**src/rtl/riscv_hazard_pkg.sv**
```systemverilog
// Shared definitions for the pipeline hazard logic.
//
// Contents:
//    stall_state_t  - state encoding of the memory-wait FSM (RUN, MEM_WAIT)
//    REG_ZERO       - architectural x0, which never creates a dependency
//    PERF_CNT_W     - width of the optional performance counters
package riscv_hazard_pkg;

   typedef enum logic {
      RUN      = 1'b0,
      MEM_WAIT = 1'b1
   } stall_state_t;

   localparam logic [4:0] REG_ZERO   = 5'd0;
   localparam int         PERF_CNT_W = 32;

endpackage

```
**src/rtl/hazard_stall_ctrl_sat_counter.sv**
```systemverilog
// Saturating up-counter used for the optional hazard performance counters.
//
// Parameters:
//    WIDTH  - counter width
// Ports:
//    clk    in   clock
//    rst_n  in   asynchronous active-low reset, clears the count
//    inc    in   count one event this cycle
//    clear  in   synchronous clear, takes priority over inc
//    count  out  current count, sticks at all-ones once reached
module sat_counter #(
   parameter int WIDTH = 32
) (
   input  logic             clk,
   input  logic             rst_n,
   input  logic             inc,
   input  logic             clear,
   output logic [WIDTH-1:0] count
);

   localparam logic [WIDTH-1:0] COUNT_MAX = {WIDTH{1'b1}};

   // Once the counter reaches all-ones it holds there instead of wrapping,
   // so a long-running count never reads back as a small number.
   always_ff @(posedge clk or negedge rst_n) begin
      if (!rst_n) begin
         count <= '0;
      end else if (clear) begin
         count <= '0;
      end else if (inc && (count != COUNT_MAX)) begin
         count <= count + 1'b1;
      end
   end

endmodule

```
**src/rtl/hazard_stall_ctrl.sv**
```systemverilog
// Stall/flush controller for the 5-stage pipeline. Handles the hazards that
// forwarding cannot cover: load-use (one bubble), multi-cycle data-memory
// waits (with timeout) and taken-branch flushes.
//
// Parameters:
//    MEM_TIMEOUT  - max wait cycles in MEM_WAIT before abort (2..1023)
//    CNT_W        - wait counter width, 2**CNT_W > MEM_TIMEOUT
// Ports:
//    clk_i, rst_n_i            clock, asynchronous active-low reset
//    Rs1D_i, Rs2D_i            source registers of the instruction in D
//    RdE_i, LoadE_i            destination / load flag of the instruction in E
//    PCSrcE_i                  branch/jump taken, resolved in E
//    MemReqM_i, MemReadyM_i    data-memory request in M and its completion
//    StallF_o .. StallM_o      hold PC, F/D, D/E, E/M registers
//    FlushD_o, FlushE_o        clear F/D, D/E registers
//    FlushW_o                  clear M/W register (bubble into W)
//    MemErr_o                  one-cycle pulse after a memory timeout
// Optional feature (macro HAZARD_PERF_EN):
//    LoadUseCnt_o, MemWaitCnt_o, FlushCnt_o  saturating 32-bit event counters
module hazard_stall_ctrl
   import riscv_hazard_pkg::*;
#(
   parameter int MEM_TIMEOUT = 64,
   parameter int CNT_W       = 10
) (
   input  logic                  clk_i,
   input  logic                  rst_n_i,
   input  logic [4:0]            Rs1D_i,
   input  logic [4:0]            Rs2D_i,
   input  logic [4:0]            RdE_i,
   input  logic                  LoadE_i,
   input  logic                  PCSrcE_i,
   input  logic                  MemReqM_i,
   input  logic                  MemReadyM_i,
   output logic                  StallF_o,
   output logic                  StallD_o,
   output logic                  StallE_o,
   output logic                  StallM_o,
   output logic                  FlushD_o,
   output logic                  FlushE_o,
   output logic                  FlushW_o,
`ifdef HAZARD_PERF_EN
   output logic [PERF_CNT_W-1:0] LoadUseCnt_o,
   output logic [PERF_CNT_W-1:0] MemWaitCnt_o,
   output logic [PERF_CNT_W-1:0] FlushCnt_o,
`endif
   output logic                  MemErr_o
);

   localparam logic [CNT_W-1:0] WAIT_LAST = CNT_W'(MEM_TIMEOUT - 1);

   stall_state_t     state;
   logic [CNT_W-1:0] cnt;
   logic             mem_stall;
   logic             lw_stall;

   // Memory stall is Mealy: it rises in the very cycle a request is seen
   // without ready, and falls in the cycle ready arrives or the wait budget
   // is used up.
   always_comb begin
      mem_stall = 1'b0;
      if (state == RUN) begin
         mem_stall = MemReqM_i & ~MemReadyM_i;
      end else begin
         mem_stall = ~MemReadyM_i & (cnt < WAIT_LAST);
      end
   end

   // x0 is hard-wired to zero, so a load targeting it never creates a hazard.
   assign lw_stall = LoadE_i & (RdE_i != REG_ZERO) &
                     ((RdE_i == Rs1D_i) | (RdE_i == Rs2D_i));

   // A memory stall freezes E, so load-use and branch decisions are held off
   // until release. Otherwise a taken branch beats load-use: the dependent
   // instruction is being squashed anyway. Everything reads 0 while in reset.
   always_comb begin
      StallF_o = 1'b0;
      StallD_o = 1'b0;
      StallE_o = 1'b0;
      StallM_o = 1'b0;
      FlushD_o = 1'b0;
      FlushE_o = 1'b0;
      FlushW_o = 1'b0;
      if (rst_n_i) begin
         if (mem_stall) begin
            StallF_o = 1'b1;
            StallD_o = 1'b1;
            StallE_o = 1'b1;
            StallM_o = 1'b1;
            FlushW_o = 1'b1;
         end else begin
            StallF_o = lw_stall & ~PCSrcE_i;
            StallD_o = lw_stall & ~PCSrcE_i;
            FlushD_o = PCSrcE_i;
            FlushE_o = lw_stall | PCSrcE_i;
         end
      end
   end

   // Memory-wait FSM. The counter restarts on every entry to MEM_WAIT; when
   // it reaches the last allowed cycle without ready, the wait is abandoned
   // and MemErr_o pulses for the following cycle. Reset simply returns to
   // RUN, so an interrupted wait never produces an error pulse.
   always_ff @(posedge clk_i or negedge rst_n_i) begin
      if (!rst_n_i) begin
         state    <= RUN;
         cnt      <= '0;
         MemErr_o <= 1'b0;
      end else begin
         MemErr_o <= 1'b0;
         case (state)
            RUN: begin
               if (MemReqM_i && !MemReadyM_i) begin
                  state <= MEM_WAIT;
                  cnt   <= '0;
               end
            end
            MEM_WAIT: begin
               cnt <= cnt + 1'b1;
               if (MemReadyM_i) begin
                  state <= RUN;
               end else if (cnt == WAIT_LAST) begin
                  state    <= RUN;
                  MemErr_o <= 1'b1;
               end
            end
            default: begin
               state <= RUN;
            end
         endcase
      end
   end

`ifdef HAZARD_PERF_EN
   logic lw_effective;
   logic flush_effective;

   // Only events that actually reach the pipeline are counted: a load-use
   // that is overridden by a branch or hidden behind a memory stall is not.
   assign lw_effective    = lw_stall & ~PCSrcE_i & ~mem_stall;
   assign flush_effective = PCSrcE_i & ~mem_stall;

   sat_counter #(.WIDTH(PERF_CNT_W)) u_load_use_cnt (
      .clk   (clk_i),
      .rst_n (rst_n_i),
      .inc   (lw_effective),
      .clear (1'b0),
      .count (LoadUseCnt_o)
   );

   sat_counter #(.WIDTH(PERF_CNT_W)) u_mem_wait_cnt (
      .clk   (clk_i),
      .rst_n (rst_n_i),
      .inc   (mem_stall),
      .clear (1'b0),
      .count (MemWaitCnt_o)
   );

   sat_counter #(.WIDTH(PERF_CNT_W)) u_flush_cnt (
      .clk   (clk_i),
      .rst_n (rst_n_i),
      .inc   (flush_effective),
      .clear (1'b0),
      .count (FlushCnt_o)
   );
`endif

endmodule

```
**config.mk**
```make
export PLATFORM = sky130hd
export DESIGN_NAME = hazard_stall_ctrl
export DESIGN_NICKNAME = d
export VERILOG_FILES = /design/src/rtl/riscv_hazard_pkg.sv /design/src/rtl/hazard_stall_ctrl_sat_counter.sv /design/src/rtl/hazard_stall_ctrl.sv
export SDC_FILE = /design/constraint.sdc
export NUM_CORES = 1
export LEC_CHECK = 0
export CORE_MARGIN = 4
export CORE_UTILIZATION = 40
export DETAILED_ROUTE_END_ITERATION = 6
export GPL_TIMING_DRIVEN = 0
export PLACE_DENSITY_LB_ADDON = 0.3
export SKIP_LAST_GASP = 1
export SLEW_MARGIN = 5
export SYNTH_ARGS = -nofsm -noshare
export SYNTH_HDL_FRONTEND = slang
export SYNTH_SLANG_ARGS = --single-unit
```
**constraint.sdc**
```tcl
create_clock -name clk_i -period 2.44 [get_ports clk_i]
set_clock_uncertainty 0.15 [all_clocks]
set_input_delay 0.488 -clock clk_i [delete_from_list [all_inputs] [get_ports clk_i]]
set_output_delay 0.488 -clock clk_i [all_outputs]
set_load 0.01 [all_outputs]
```
==> impl_metrics.json, run 1 <==
{
  "outcome": "finished with violations",
  "violations": "negative setup slack",
  "chipHeight_microns": 51.9,
  "peakVddDrop_v": 0.000226,
  "design_area_sq_um": 1240,
  "cts_buffer_depth": 2,
  "cp_data_arrival_time_ps": 1940,
  "track_usage": 0.165,
  "diodes": 0,
  "p_leak_nw": 0.562,
  "wl_met2_microns": 1210,
  "drv_cap": 0,
  "rsz0062_at_grt": "yes",
  "seqCellArea_sq_um": 302,
  "grt_pass1_vias": 788,
  "cpMaxStageDelayCell": "or4_1",
  "nets": 148,
  "wirelength_microns": 1980,
  "required_ps": 1800,
  "cts_sinks": 12,
  "drc": 0,
  "path_cells": "dlygate4sd2_1, or4_1, o211ai_1, buf_4, o32ai_4, buf_4, buf_6",
  "wl_per_cell_microns": 13.2,
  "dp_hpwl_microns": 1450,
  "gp_congestion": 0.798,
  "yosysTopAreaCell": "dfrtp_1",
  "wl_met1_microns": 686,
  "insertion_delay_ps": 270,
  "cts_tree": "yes",
  "syn2layout_area_growth_pct": 60.9,
  "final_max_slew_viol_count": 0,
  "syn_inst": 84,
  "numCtsBuffers": 3,
  "yosysWarnings": 0,
  "crit_top_cell": "buf_4",
  "wl_met3_microns": 62,
  "cts_root_buffer": "clkbuf_4",
  "path_max_fanout": 3,
  "layout_common_cells": "13 x nand2_1, 13 x clkdlybuf4s50_1, 11 x dfrtp_1, 11 x buf_4, 10 x xor2_1",
  "firstDrtPassIters": 4,
  "path_class": "in -> out",
  "synth.area.top_cells": "dfrtp_1 39%, xor2_1 11%, mux2i_1 6.5%",
  "avgSynthCellArea_sq_um": 9.19,
  "core-area_sq_um": 1780,
  "synth_cell_types": 27,
  "ios": 29,
  "yosysTopAreaCellShare": 0.389,
  "seq_area_frac_synth": 0.389,
  "hold_viol": 0,
  "dp_slack_ps": -881,
  "worstSetupEndpointType": "primary output",
  "critical-path-max-stage-delay_ps": 510,
  "ant_nets": 0,
  "syn-cell-area_sq_um": 772,
  "die-area_sq_um": 2700,
  "cellPowerDensity_nw_per_um2": 445,
  "fin_ws_ps": -133,
  "fill_cells": 141,
  "fin_util": 0.697,
  "finalCritPeriodShare": 1.05,
  "ys_ff_latch": 12,
  "layout_min_cycle_time_ps": 2570,
  "avgViaCountPerCell": 5.20,
  "grt_pass1_wl_microns": 3330,
  "multiInputGateArea_sq_um": 495,
  "highest_layer": "met4",
  "grt.overflow.total": 0,
  "tightest_slew_ps": 392,
  "min_path_type": "in -> async",
  "worstSetupStartpointType": "input port",
  "drtIter0Drc": 7,
  "cts.clk_slew.worst_paths_ps": 80,
  "numPortBuffers": 28,
  "setup_viol": 6,
  "die_x_microns": 51.9,
  "cts_htree_levels": 1,
  "fmax_mhz": 389,
  "vias": 780,
  "synthesis.nets": 106,
  "slew_headroom": 0.738,
  "antenna_found_initial": 0,
  "grt_max_degree": 16,
  "postPlaceCellArea_sq_um": 1080,
  "core.rowCount": 15,
  "drive_gt1_frac": 0.296,
  "start_util": 0.433
}
[where the power goes]
part | leakage, nW | switching, mW | internal (mW)
combinational | 0.380 | 0.0705 | 0.0810
clock | 0.0210 | 0.0704 | 0.0907
sequential | 0.161 | 0.0186 | 0.222
[area by class of cell]
| class | count | area share |
|---|---|---|
| Buffer | 5 | 0.0332 |
| Clock buffer | 4 | 0.0292 |
| Inverter | 3 | 0.00906 |
| Multi-Input combinational cell | 64 | 0.399 |
| Sequential cell | 12 | 0.243 |
| Tap cell | 25 | 0.0252 |
| Timing Repair Buffer | 37 | 0.262 |
[worst max-delay path, delay by kind of cell]
kind,cells,cell delay (ps)
buffers and inverters,4,680
and+or+nand+nor,1,510
AOI/OAI and AO/OA,2,250
[stage by stage]
step	setup TNS, ps	cells	power (mW)	hold slack, ps
after global routing	-937	150	0.584	93.2
final	-490	150	0.553	63.7
after floorplan	0	84	0.306	42.4
after global placement	-4380	137	0.371	328
after detailed placement	-4490	137	0.378	339
after CTS	-435	147	0.544	81.6
[layer usage]
metal | GRT usage | up-vias
li1 | - | 376
met1 | 0.173 | 381
met2 | 0.324 | 21
met3 | 0.0115 | 2
met4 | 0.0786 | 0
met5 | 0 | -
[path summary, 6_finish.rpt]
path / start / to / slack, ps / depth (start not counted)
min in group clk_i: cnt[5] / cnt[5] / 350 / 1
max reg2reg: state / cnt[8] / 860 / 5
max: RdE_i[2] / StallF_o / -130 / 7
min: rst_n_i / MemErr_o / 60 / 1
min reg2reg: cnt[5] / cnt[5] / 350 / 1
max in group asynchronous: rst_n_i / cnt[8] / 1770 / 1
[cell families (layout without fill, tap and decap cells)]
| kind of cell | count (synthesis) | after routing | synth area share |
|---|---|---|---|
| compound gates | 12 | 12 | 0.107 |
| simple gates | 35 | 35 | 0.233 |
| buf+inv | 8 | 49 | 0.0583 |
| xor+xnor | 10 | 10 | 0.113 |
| fa+ha+maj | 1 | 1 | 0.0162 |
| flops | 12 | 12 | 0.389 |
| mux | 6 | 6 | 0.0827 |
[synthesized netlist by cell type, drive strengths merged]
library cell  number
nor4               1
and3               1
nand3              3
o21ai              4
mux2i              6
o211ai             2
xor2              10
o32ai              1
clkbuf             1
or3                1
nand4              3
inv                3
buf                4
nor3               3
or2                1
nand2             13
or4                1
a211oi             1
o31ai              2
a22oi              1
nand2b             1
o311ai             1
ha                 1
nor2               7
dfrtp             12
[what timing repair did]
action	4_1_cts	5_1_grt
setup endpoints to repair	7	7
resized for setup	50	7
pin swaps	9	6
buffers inserted	6	3
hold buffers	0	0
[flip-flops by register name, summed over array words and instances (netlist names)]
signal / cells
cnt: 10
state: 1
MemErr_o: 1
No activity file was read; power rests on OpenSTA's default activity.
==> run 2, diff against run 1 <==
--- a/config.mk
+++ b/config.mk
@@ -9,6 +9,7 @@
 export CORE_UTILIZATION = 40
 export DETAILED_ROUTE_END_ITERATION = 6
 export GPL_TIMING_DRIVEN = 0
+export MAX_ROUTING_LAYER = met4
 export PLACE_DENSITY_LB_ADDON = 0.3
 export SKIP_LAST_GASP = 1
 export SLEW_MARGIN = 5
==> results of run 2 <==
Final layout, timing and power as in run 1 (identical DEF).
Among the figures that moved: final weighted congestion in routability-driven placement 0.798 -> 0.809; overall routing resource usage 0.165 -> 0.169
==> run 3, diff against run 2 <==
--- a/config.mk
+++ b/config.mk
@@ -6,7 +6,7 @@
 export NUM_CORES = 1
 export LEC_CHECK = 0
 export CORE_MARGIN = 4
-export CORE_UTILIZATION = 40
+export CORE_UTILIZATION = 43
 export DETAILED_ROUTE_END_ITERATION = 6
 export GPL_TIMING_DRIVEN = 0
 export MAX_ROUTING_LAYER = met4
==> run 3 against run 2 <==
Effect of this change:
- fmax about the same
- the flow still finishes with violations (negative setup slack)
- cell area down 0.60%
- sequential power barely moved
- count of clock-buffer cells in the layout shrank 1
- via count down 1.0%
- flip-flop and latch count unchanged
- power shrank 5.4%
- sequential share of layout area about the same
- highest routed layer unchanged
==> impl_metrics.json, run 3 (synthesized netlist as in run 1, its figures left out) <==
{
  "core-area_sq_um": 1710,
  "layout_commonest_cell": "clkdlybuf4s50_1",
  "switching_share": 0.299,
  "ios": 29,
  "insertion_delay_ps": 270,
  "rsz0062_at_grt": "yes",
  "violations": "negative setup slack",
  "firstDrtPassIters": 4,
  "gp_congestion": 0.786,
  "avgViaCountPerCell": 5.22,
  "reg_top3": "cnt (10), MemErr_o (1), state (1)",
  "track_usage": 0.172,
  "wl_per_cell_microns": 12.7,
  "p_int_mw": 0.367,
  "p_leak_nw": 0.548,
  "path_class": "reg -> out",
  "grt.overflow.total": 0,
  "largest_reg_flops": 10,
  "cts.clk_slew.worst_paths_ps": 70,
  "drtIter0Drc": 5,
  "diodes": 0,
  "tightest_slew_ps": 384,
  "grt_pass1_vias": 751,
  "drv_cap": 0,
  "placedCellCount": 137,
  "syn2layout_area_growth_pct": 60.0,
  "path_max_fanout": 3,
  "grt_pass1_wl_microns": 3210,
  "dp_slack_ps": -836,
  "vias": 772,
  "chipHeight_microns": 50.4,
  "hold_viol": 0,
  "pwr-share-seq": 0.463,
  "drive_gt1_frac": 0.309,
  "nets": 147,
  "clkPwrFrac": 0.228,
  "p_switching_mw": 0.156,
  "setup_viol": 6,
  "fin_ws_ps": -136,
  "wirelength_microns": 1890,
  "required_ps": 1800,
  "die-area_sq_um": 2540,
  "cellPowerDensity_nw_per_um2": 423,
  "cp_data_arrival_time_ps": 1940,
  "cts_buffer_depth": 2,
  "finalCritPeriodShare": 1.06,
  "dp_hpwl_microns": 1350,
  "cts_sinks": 12,
  "ant_nets": 0,
  "core.rowCount": 15,
  "grt_max_degree": 16,
  "peakVddDrop_v": 0.000207,
  "worstSetupEndpointType": "primary output",
  "start_util": 0.452,
  "antenna_found_initial": 0,
  "drc": 0,
  "layout_min_cycle_time_ps": 2580,
  "largest_register": "cnt",
  "cts_htree_levels": 1,
  "layout_common_cells": "15 x clkdlybuf4s50_1, 13 x nand2_1, 12 x dfrtp_1",
  "worstSetupStartpointType": "flop",
  "slew_headroom": 0.744,
  "final_max_slew_viol_count": 0,
  "timing.hold.ws_ps": 66.1,
  "power_frac_comb": 0.309,
  "cts_root_buffer": "clkbuf_4",
  "outcome": "finished with violations",
  "fmax_mhz": 388,
  "die_x_microns": 50.4,
  "numCtsBuffers": 3,
  "fill_cells": 131,
  "cts_hold_buf": 0,
  "numPortBuffers": 28,
  "cts_tree": "yes",
  "fin_cells": 148,
  "min_path_type": "in -> async"
}
==> run 3: through the flow <==
| stage | utilization | power (mW) | TNS (ps) | instance area (sq um) |
|---|---|---|---|---|
| floorplan | - | 0.306 | 0 | 772 |
| global placement | 0.634 | 0.371 | -4240 | 1080 |
| detailed placement | 0.634 | 0.379 | -4310 | 1080 |
| CTS | 0.673 | 0.509 | -516 | 1150 |
| global route | 0.723 | 0.562 | -994 | 1230 |
| finish | 0.723 | 0.523 | -527 | 1230 |
==> run 3: what timing repair did <==
action | CTS | global route
setup buffers | 4 | 4
resized for setup | 51 | 11
endpoints found under the setup margin | 7 | 7
pin swaps | 10 | 4
==> run 3: power groups by stage <==
stage | Sequential [mW] | Combinational (mW) | Clock [mW]
global route | 0.244 | 0.181 | 0.137
detailed placement | 0.247 | 0.132 | 0
CTS | 0.241 | 0.143 | 0.125
floorplan | 0.241 | 0.0647 | 0
global placement | 0.244 | 0.127 | 0
finish | 0.242 | 0.162 | 0.119
==> run 3: worst paths after layout <==
check	from	end	slack, ps	cells after the start
setup / recovery	cnt[9]	StallF_o	-140	6
hold / removal	rst_n_i	cnt[3]	70	1
setup reg to reg	state	cnt[8]	920	5
hold reg to reg	cnt[5]	cnt[5]	360	1
max in group asynchronous	rst_n_i	cnt[6]	1800	1
min in group clk_i	cnt[5]	cnt[5]	360	1
==> run 3: layout make-up <==
cell class              count  area [sq um]  area share
plain buffers               5          41.3      0.0334
flip-flops and latches     12           300       0.243
repair buffers             36           320       0.259
inverters                   3          11.3     0.00912
well taps                  25          31.3      0.0253
multi-input cells          64           508       0.411
clock buffers               3          22.5      0.0182
==> run 3: critical path, stage by stage, from the launching register on <==
cell and delay [ps]:
dfrtp_1 420, nor4_4 370, mux2i_4 130, or3_4 380
o32ai_4 120, buf_4 150, buf_6 90
==> run 3: per-layer routing <==
layer	up-vias	GRT usage	share of wire
li1	372	-	-
met1	367	0.163	0.37
met2	26	0.317	0.54
met3	7	0.0267	0.049
met4	0	0.117	0.038
met5	-	-	0
